File: src/rtl/ws2812_tx.sv
// ---------------------------------------------------------------------------
// ws2812_tx
//
// This module is a serial transmitter for a WS2812-style single-wire LED chain.
// On a start request it latches the 24-bit colour word {R, G, B} and reorders
// it to GRB. It then sends that word MSB-first to each of the NUM_LEDS LEDs,
// using pulse-width coded bits. After the last bit it holds the line low for
// TRST cycles so that the chain latches the data.
//
// Ports:
//   CLK    in   1  system clock
//   RST    in   1  synchronous, active-low reset
//   color  in  24  colour word {R[23:16], G[15:8], B[7:0]}
//   start  in   1  transmit request, sampled only while idle
//   busy   out  1  high while a frame (bits + latch interval) is in progress
//   done   out  1  one-cycle pulse when a frame completes
//   dout   out  1  registered serial data line to the LED chain
//
// Optional build macro:
//   AUTO_REFRESH_EN  When defined, the block keeps a copy of the last colour
//                    it transmitted. While idle, any difference between the
//                    color input and that copy starts a frame, exactly as a
//                    start request would.
// ---------------------------------------------------------------------------
module ws2812_tx #(
  parameter int T0H      = 20,
  parameter int T1H      = 40,
  parameter int TBIT     = 62,
  parameter int TRST     = 2600,
  parameter int NUM_LEDS = 8
) (
  input  logic        CLK,
  input  logic        RST,
  input  logic [23:0] color,
  input  logic        start,
  output logic        busy,
  output logic        done,
  output logic        dout
);

  // One cycle counter serves both the bit period and the latch interval.
  // Its width therefore covers the larger of the two.
  localparam int CMAX = (TRST > TBIT) ? TRST : TBIT;
  localparam int CW   = $clog2(CMAX);
  localparam int LW   = (NUM_LEDS > 1) ? $clog2(NUM_LEDS) : 1;

  localparam logic [CW-1:0] CYC_BIT_LAST = CW'(TBIT - 1);
  localparam logic [CW-1:0] CYC_RST_LAST = CW'(TRST - 1);
  localparam logic [CW-1:0] HI_ZERO      = CW'(T0H);
  localparam logic [CW-1:0] HI_ONE       = CW'(T1H);
  localparam logic [4:0]    BIT_LAST     = 5'd23;
  localparam logic [LW-1:0] LED_LAST     = LW'(NUM_LEDS - 1);

  typedef enum logic [1:0] {
    IDLE  = 2'd0,
    SEND  = 2'd1,
    LATCH = 2'd2
  } state_t;

  state_t         state_reg, state_next;
  logic [23:0]    shreg_reg, shreg_next;
  logic [4:0]     bit_idx_reg, bit_idx_next;
  logic [LW-1:0]  led_idx_reg, led_idx_next;
  logic [CW-1:0]  cyc_reg, cyc_next;
  logic           dout_reg, dout_next;
  logic           done_reg, done_next;
  logic           trigger;
  logic           cur_bit;
  logic [CW-1:0]  hi_len;
  logic [23:0]    grb;

  // The LEDs expect green first, so the R and G bytes swap places.
  genvar gi;
  generate
    for (gi = 0; gi < 8; gi++) begin : g_grb
      assign grb[16 + gi] = color[8 + gi];
      assign grb[8 + gi]  = color[16 + gi];
      assign grb[gi]      = color[gi];
    end
  endgenerate

`ifdef AUTO_REFRESH_EN
  logic [23:0] last_color_reg, last_color_next;
  assign trigger = start | (color != last_color_reg);
`else
  assign trigger = start;
`endif

  // ---------------------------------------------------------------------
  // State and datapath registers
  // ---------------------------------------------------------------------
  always_ff @(posedge CLK) begin
    if (!RST) begin
      state_reg      <= IDLE;
      shreg_reg      <= '0;
      bit_idx_reg    <= '0;
      led_idx_reg    <= '0;
      cyc_reg        <= '0;
      dout_reg       <= 1'b0;
      done_reg       <= 1'b0;
`ifdef AUTO_REFRESH_EN
      last_color_reg <= '0;
`endif
    end else begin
      state_reg      <= state_next;
      shreg_reg      <= shreg_next;
      bit_idx_reg    <= bit_idx_next;
      led_idx_reg    <= led_idx_next;
      cyc_reg        <= cyc_next;
      dout_reg       <= dout_next;
      done_reg       <= done_next;
`ifdef AUTO_REFRESH_EN
      last_color_reg <= last_color_next;
`endif
    end
  end

  // ---------------------------------------------------------------------
  // Next-state and output logic
  // ---------------------------------------------------------------------
  always_comb begin
    state_next      = state_reg;
    shreg_next      = shreg_reg;
    bit_idx_next    = bit_idx_reg;
    led_idx_next    = led_idx_reg;
    cyc_next        = cyc_reg;
    done_next       = 1'b0;
`ifdef AUTO_REFRESH_EN
    last_color_next = last_color_reg;
`endif

    case (state_reg)
      IDLE: begin
        if (trigger) begin
          state_next      = SEND;
          shreg_next      = grb;
          bit_idx_next    = '0;
          led_idx_next    = '0;
          cyc_next        = '0;
`ifdef AUTO_REFRESH_EN
          last_color_next = color;
`endif
        end
      end

      SEND: begin
        if (cyc_reg == CYC_BIT_LAST) begin
          cyc_next = '0;
          if (bit_idx_reg == BIT_LAST) begin
            bit_idx_next = '0;
            if (led_idx_reg == LED_LAST) begin
              state_next = LATCH;
            end else begin
              led_idx_next = led_idx_reg + LW'(1);
            end
          end else begin
            bit_idx_next = bit_idx_reg + 5'd1;
          end
        end else begin
          cyc_next = cyc_reg + CW'(1);
        end
      end

      LATCH: begin
        if (cyc_reg == CYC_RST_LAST) begin
          state_next = IDLE;
          cyc_next   = '0;
          done_next  = 1'b1;
        end else begin
          cyc_next = cyc_reg + CW'(1);
        end
      end

      default: begin
        state_next = IDLE;
      end
    endcase
  end

  // dout is a register. The level it should show next cycle is decoded from
  // the next-state counters. This lets the high phase of bit 0 appear in the
  // very first cycle after the start is accepted.
  assign cur_bit   = shreg_next[BIT_LAST - bit_idx_next];
  assign hi_len    = cur_bit ? HI_ONE : HI_ZERO;
  assign dout_next = (state_next == SEND) && (cyc_next < hi_len);

  assign busy = (state_reg != IDLE);
  assign done = done_reg;
  assign dout = dout_reg;

endmodule

File: config.mk
export PLATFORM = sky130hd
export DESIGN_NAME = ws2812_tx
export DESIGN_NICKNAME = d
export VERILOG_FILES = /design/src/rtl/ws2812_tx.sv
export SDC_FILE = /design/constraint.sdc
export NUM_CORES = 1
export LEC_CHECK = 0
export ABC_CLOCK_PERIOD_IN_PS = 5300
export CAP_MARGIN = 10
export CORE_MARGIN = 8
export CORE_UTILIZATION = 50
export DETAILED_ROUTE_END_ITERATION = 8
export GPL_ROUTABILITY_DRIVEN = 0
export PLACE_DENSITY_LB_ADDON = 0.25
export SLEW_MARGIN = 20
export SYNTH_ARGS = -nofsm -noshare
export SYNTH_HDL_FRONTEND = slang
export SYNTH_SLANG_ARGS = --single-unit
File: constraint.sdc
create_clock -name CLK -period 5.3 [get_ports CLK]
set_input_delay 1.06 -clock CLK [delete_from_list [all_inputs] [get_ports CLK]]
set_output_delay 1.06 -clock CLK [all_outputs]
set_load 0.01 [all_outputs]
* Yosys cells after proc, flatten, opt, wreduce, memory -nomap -nowiden
Index checks and enable logic that the tools add are counted.
** Storage, ports and cells
- Bits of input ports :: 27
- Word-level logic and storage cells :: 55
- Output and inout bits :: 3
- Flip-flop bits (word level) :: 48
** Operators by class
- Multiplexer cells :: 25
- Magnitude comparators :: 2
- Equal/unequal tests :: 11
- Reduce and logical (&&, ||, !) cells :: 6
- Add/subtract/negate cells :: 4
** Operators with widths (count)
- $mux 24 :: 2
- $mux 12 :: 3
- $pmux 12 s3 :: 1
- $mux 5 :: 3
- $add 12x1->12 const B :: 1
- $eq 12x12->1 const B :: 1
- $eq 12x6->1 const B :: 1
- $lt 12x6->1 :: 1
- $mux 3 :: 4
- $mux 2 :: 5
- $pmux 5 s2 :: 1
- $ne 2x2->1 const B :: 4
- $lt 5x6->1 const B :: 1
- $mux 6 :: 1
- $pmux 2 s3 :: 1
- $pmux 3 s2 :: 1
- $add 5x1->5 const B :: 1
- $bmux 1 s5 :: 1
- $eq 5x5->1 const B :: 1
- $reduce_and 5->1 :: 1
- $sub 5x5->5 const A :: 1
- $eq 2x1->1 const B :: 2
- $reduce_bool 2->1 :: 2
- $add 3x1->3 const B :: 1
- 6 further kinds :: 7

* Logic depth before layout (Yosys ltp)
- Depth after elaboration :: 10
- Gate-level depth with buffers :: 15
- Mapped depth without buffers :: 15

* Worst setup path before layout
Ideal clock, no wire load.
- Kind :: input to register
- From :: in start
- To :: reg dout_reg (netlist: dout)
- Stages :: 14
- Path buffers :: 1
- Data arrival time :: 3.428 ns
- Library setup time :: 0.117 ns
- Required time :: 5.183 ns
- Slack :: 1.755 ns
- Path through :: or3b_1 clkbuf_1 and2_1 mux2_4 mux2i_1 a31oi_1 o211ai_1 o22ai_2 and2_1 ha_1 inv_1 a31oi_1 nor3b_1 a22o_1
** On the way
- Longest elaborated chain between the ends :: 8
- Elaborated cells on any way between the ends :: 15
- Classes of those cells :: add/sub: 1; order compare: 1; eq/ne: 1; mux: 11; reduce/logical: 1
** Ends and longest elaborated chain
- start: declaration :: line 35 : input logic start,
- $mux 5 :: line 134 : if (trigger) begin
- $pmux 5 s2 :: line 132 : case (state_reg)
- $sub 5x5->5 :: line 183 : assign cur_bit = shreg_next[BIT_LAST - bit_idx_next];
- $bmux 1 s5 :: line 183
- $mux 1 (not written as such) :: line 183
- $mux 6 :: line 184 : assign hi_len = cur_bit ? HI_ONE : HI_ZERO;
- $lt 12x6->1 :: line 185 : assign dout_next = (state_next == SEND) && (cyc_next < hi_len);
- $logic_and 1x1->1 * :: line 185
- end signal: assignment :: line 110 : dout_reg <= dout_next;
- end: declaration :: line 65 : logic dout_reg, dout_next;
Mark *: on every way between the ends. The rest lies on a longest branch, timed or not. The select of a mux whose other input is x is not followed.
A chain may end at the register's enable or synchronous reset.

* Worst setup path after layout
Same ends and word-level chain as after synthesis.

==> results.toml <==
[global_routing]
grt_pass1_wl_um = 11280
grt_use_total_pct = 16.24
gr-total-overflow = 0
grt_pass1_vias = 2360
grt_max_degree = 48
antenna_found_initial = 0

[yosys]
synthFlopType = "dfxtp_1"
post-synth-top-count-cell = "nand2_1"
ys_top_cells_by_count = "64 x nand2_1, 48 x dfxtp_1, 24 x a21boi_0"
netlist_area_um2 = 2781
ys_seq_area_share_pct = 34.55
synth_top_area_cell = "dfxtp_1"
ys_ff_latch = 48
syn-num-nets = 373
synthCells = 340
syn_avg_cell_area_um2 = 8.181
ys_types = 65
synthArstFlopShare_pct = 0
synth.top_cell.area_share_pct = 34.55
synth_edf_count = 0
ys_warn_count = 0
synth_area_leaders = "dfxtp_1 35%, nand2_1 8.6%, a21boi_0 6.5%"

[floorplanning]
start_util_pct = 51.14
ios = 30
fp.dieArea_um2 = 8206
coreArea_um2 = 5439
dieHeight_um = 90.59
core.rowCount = 27
dieWidth_um = 90.59

[worst_setup_path]
worst_setup_path_end_kind = "register"
crit_slowest_cell = "clkdlybuf4s50_1"
crit_chain = "clkdlybuf4s50_1 > or3b_1 > buf_4 > and2_1 > mux2_4 > a2111oi_0 > a211o_1 > o22ai_2 > and2_1 > ha_1 > inv_1 > a31oi_1 > nor3b_1 > a22o_1"
slowest_delay_ns = 0.50
crit_type = "input port to register"
worst_r2r_path_depth = 14
r2r_end = "dout"
cp_max_fo = 27
rrSetupSlack_ns = 1.27
required_ns = 5.50
path_delay_family = "compound AO/OA/AOI/OAI gates"
arrival_ns = 4.26
path_buf_inv = 3
cp-start-kind = "input port"
rr_startpoint = "cyc_reg[0]"
cp_common_cell = "and2_1"

[sta]
slew_headroom_pct = 61.81
period_share_pct = 76.53
hold_violations = 0
finClkSkew_ns = 0.006275
worstMarginPinSlew_ns = 0.5684
setup_viol = 0
drv_slew = 0
rsz0062_at_grt = "false"
worst_slack_ns = 1.244
setup_tns_ns = 0
period_minus_slack_ns = 4.056
max_freq_ghz = 0.2465

[pwr]
ir_drop_uv = 150.0
power_density_nw_per_um2 = 245.9
p_leak_nw = 1.182

[routing]
wl_met2_um = 2780
dr.max_layer_used = "met4"
firstDrtPassIters = 4
wl_per_cell_um = 14.96
drt-initial-drc-count = 239
postRouteAntennaNets = 0
totalWireLength_um = 6494
route.vias.total = 2505
drc = 0
via_per_inst = 5.772
wl_met3_um = 418
m1WireLength_um = 3225

[place]
portBuffers = 29
dpl_worst_slack_ns = 0.9594
hpwlAfterDp_um = 4628
place_area_um2 = 3103
placed_cells = 426

[clock_tree]
cts_made_buffers = 5
cts.sinks = 48
postCtsSetupBuffers = 0
cts_tree = "built"
clock_latency_ns = 0.31
root_buffer = "clkbuf_8"
clk_pin_slew_worst_paths_ns = 0.09
cts_resized = 0
htree_levels = 2
clockBufferDepth = 2
hold_buffers = 0

[cells_and_area]
largest_register_ffs = 24
stdcell_area_um2 = 3214
num_antenna_cells = 0
drive_gt1_share_pct = 8.287
finalNonFillerCells = 434
areaGrowthSynthToFinish_pct = 15.56
fin_nets = 394

[hold_path]
hold_end = "shreg_reg[16]"
min_from = "shreg_reg[16]"
hold_depth = 2
hold_path_class = "register to register"

[run_status]
outcome = "finished, final reports clean"

[run]
max_cap_violations = 0
[cell usage in the layout (no fill, tap or decap), drive strengths merged, types with 5 or more instances in the layout]
cell	Yosys	layout
mux2i	6	6
a21boi	24	24
a21oi	16	16
inv	6	6
o21ai	12	12
clkdlybuf4s50	0	29
nor3	8	8
nor2b	9	9
and2	11	11
nor2	17	17
dfxtp	48	48
and3	8	8
nand2	66	66
o21a	5	5
ha	6	6
clkbuf	15	5
nand3	12	12
nand2b	5	5
a31oi	6	6
[area by class of cell]
type | instances | area, µm²
Clock inverter | 3 | 42.54
Inverter | 6 | 22.52
Timing Repair Buffer | 32 | 312.8
Tap cell | 72 | 90.09
Fill cell | 506 | 2225
Multi-Input combinational cell | 268 | 1717
Clock buffer | 5 | 68.82
Sequential cell | 48 | 960.9
[power breakdown]
| part | internal [W] | switching [W] |
|---|---|---|
| Combinational | 0.0000611 | 0.0000688 |
| Clock | 0.000140 | 0.000126 |
| Sequential | 0.000381 | 0.0000131 |
[stage by stage]
stage | util (%) | total power, W | hold WS, ns
3_3_place_gp | 57.05 | 0.0005311 | 0.4512
3_5_place_dp | 57.05 | 0.0005327 | 0.4603
5_1_grt | 59.10 | 0.0008306 | 0.4847
6_report | 59.10 | 0.0007903 | 0.4679
2_1_floorplan | - | 0.0004851 | 0.4388
4_1_cts | 59.10 | 0.0007975 | 0.4721
[kinds of logic (layout without fill, tap and decap cells)]
| logic type | after synthesis | in the layout | synth area share, % |
|---|---|---|---|
| AOI/OAI and AO/OA | 93 | 93 | 25.28 |
| xor gates and xnor gates | 2 | 2 | 0.6299 |
| adders and majority gates | 6 | 6 | 2.699 |
| buffers and inverters | 24 | 46 | 3.913 |
| DFF | 48 | 48 | 34.55 |
| muxes | 7 | 7 | 2.699 |
| and+or+nand+nor | 160 | 160 | 30.23 |
[worst reg2reg max path: stages (launching register included)]
cell,delay [ns]
dfxtp_1,0.42
ha_1,0.20
or3b_2,0.55
nor4_1,0.49
mux2i_1,0.52
inv_1,0.12
a2111oi_0,0.43
nand4b_1,0.19
o22ai_2,0.09
and2_1,0.17
ha_1,0.29
inv_1,0.04
a31oi_1,0.13
nor3b_1,0.07
a22o_1,0.22
[how the worst max path moves through the flow]
stage           from  endpoint  slack [ns]  cells after the start
3_3_place_gp   start      dout        1.10                     15
5_1_grt        start      dout        0.98                     14
6_report       start      dout        1.24                     14
3_5_place_dp   start      dout        0.96                     14
4_1_cts        start      dout        1.28                     14
2_1_floorplan  start      dout        1.76                     14
[per-layer routing]
metal	GRT usage, %	up-vias
met4	6.380	0
met1	22.59	1154
met2	23.51	79
met5	0	-
met3	3.574	6
li1	-	1266
Note: power is estimated with default switching activity, not from simulation.
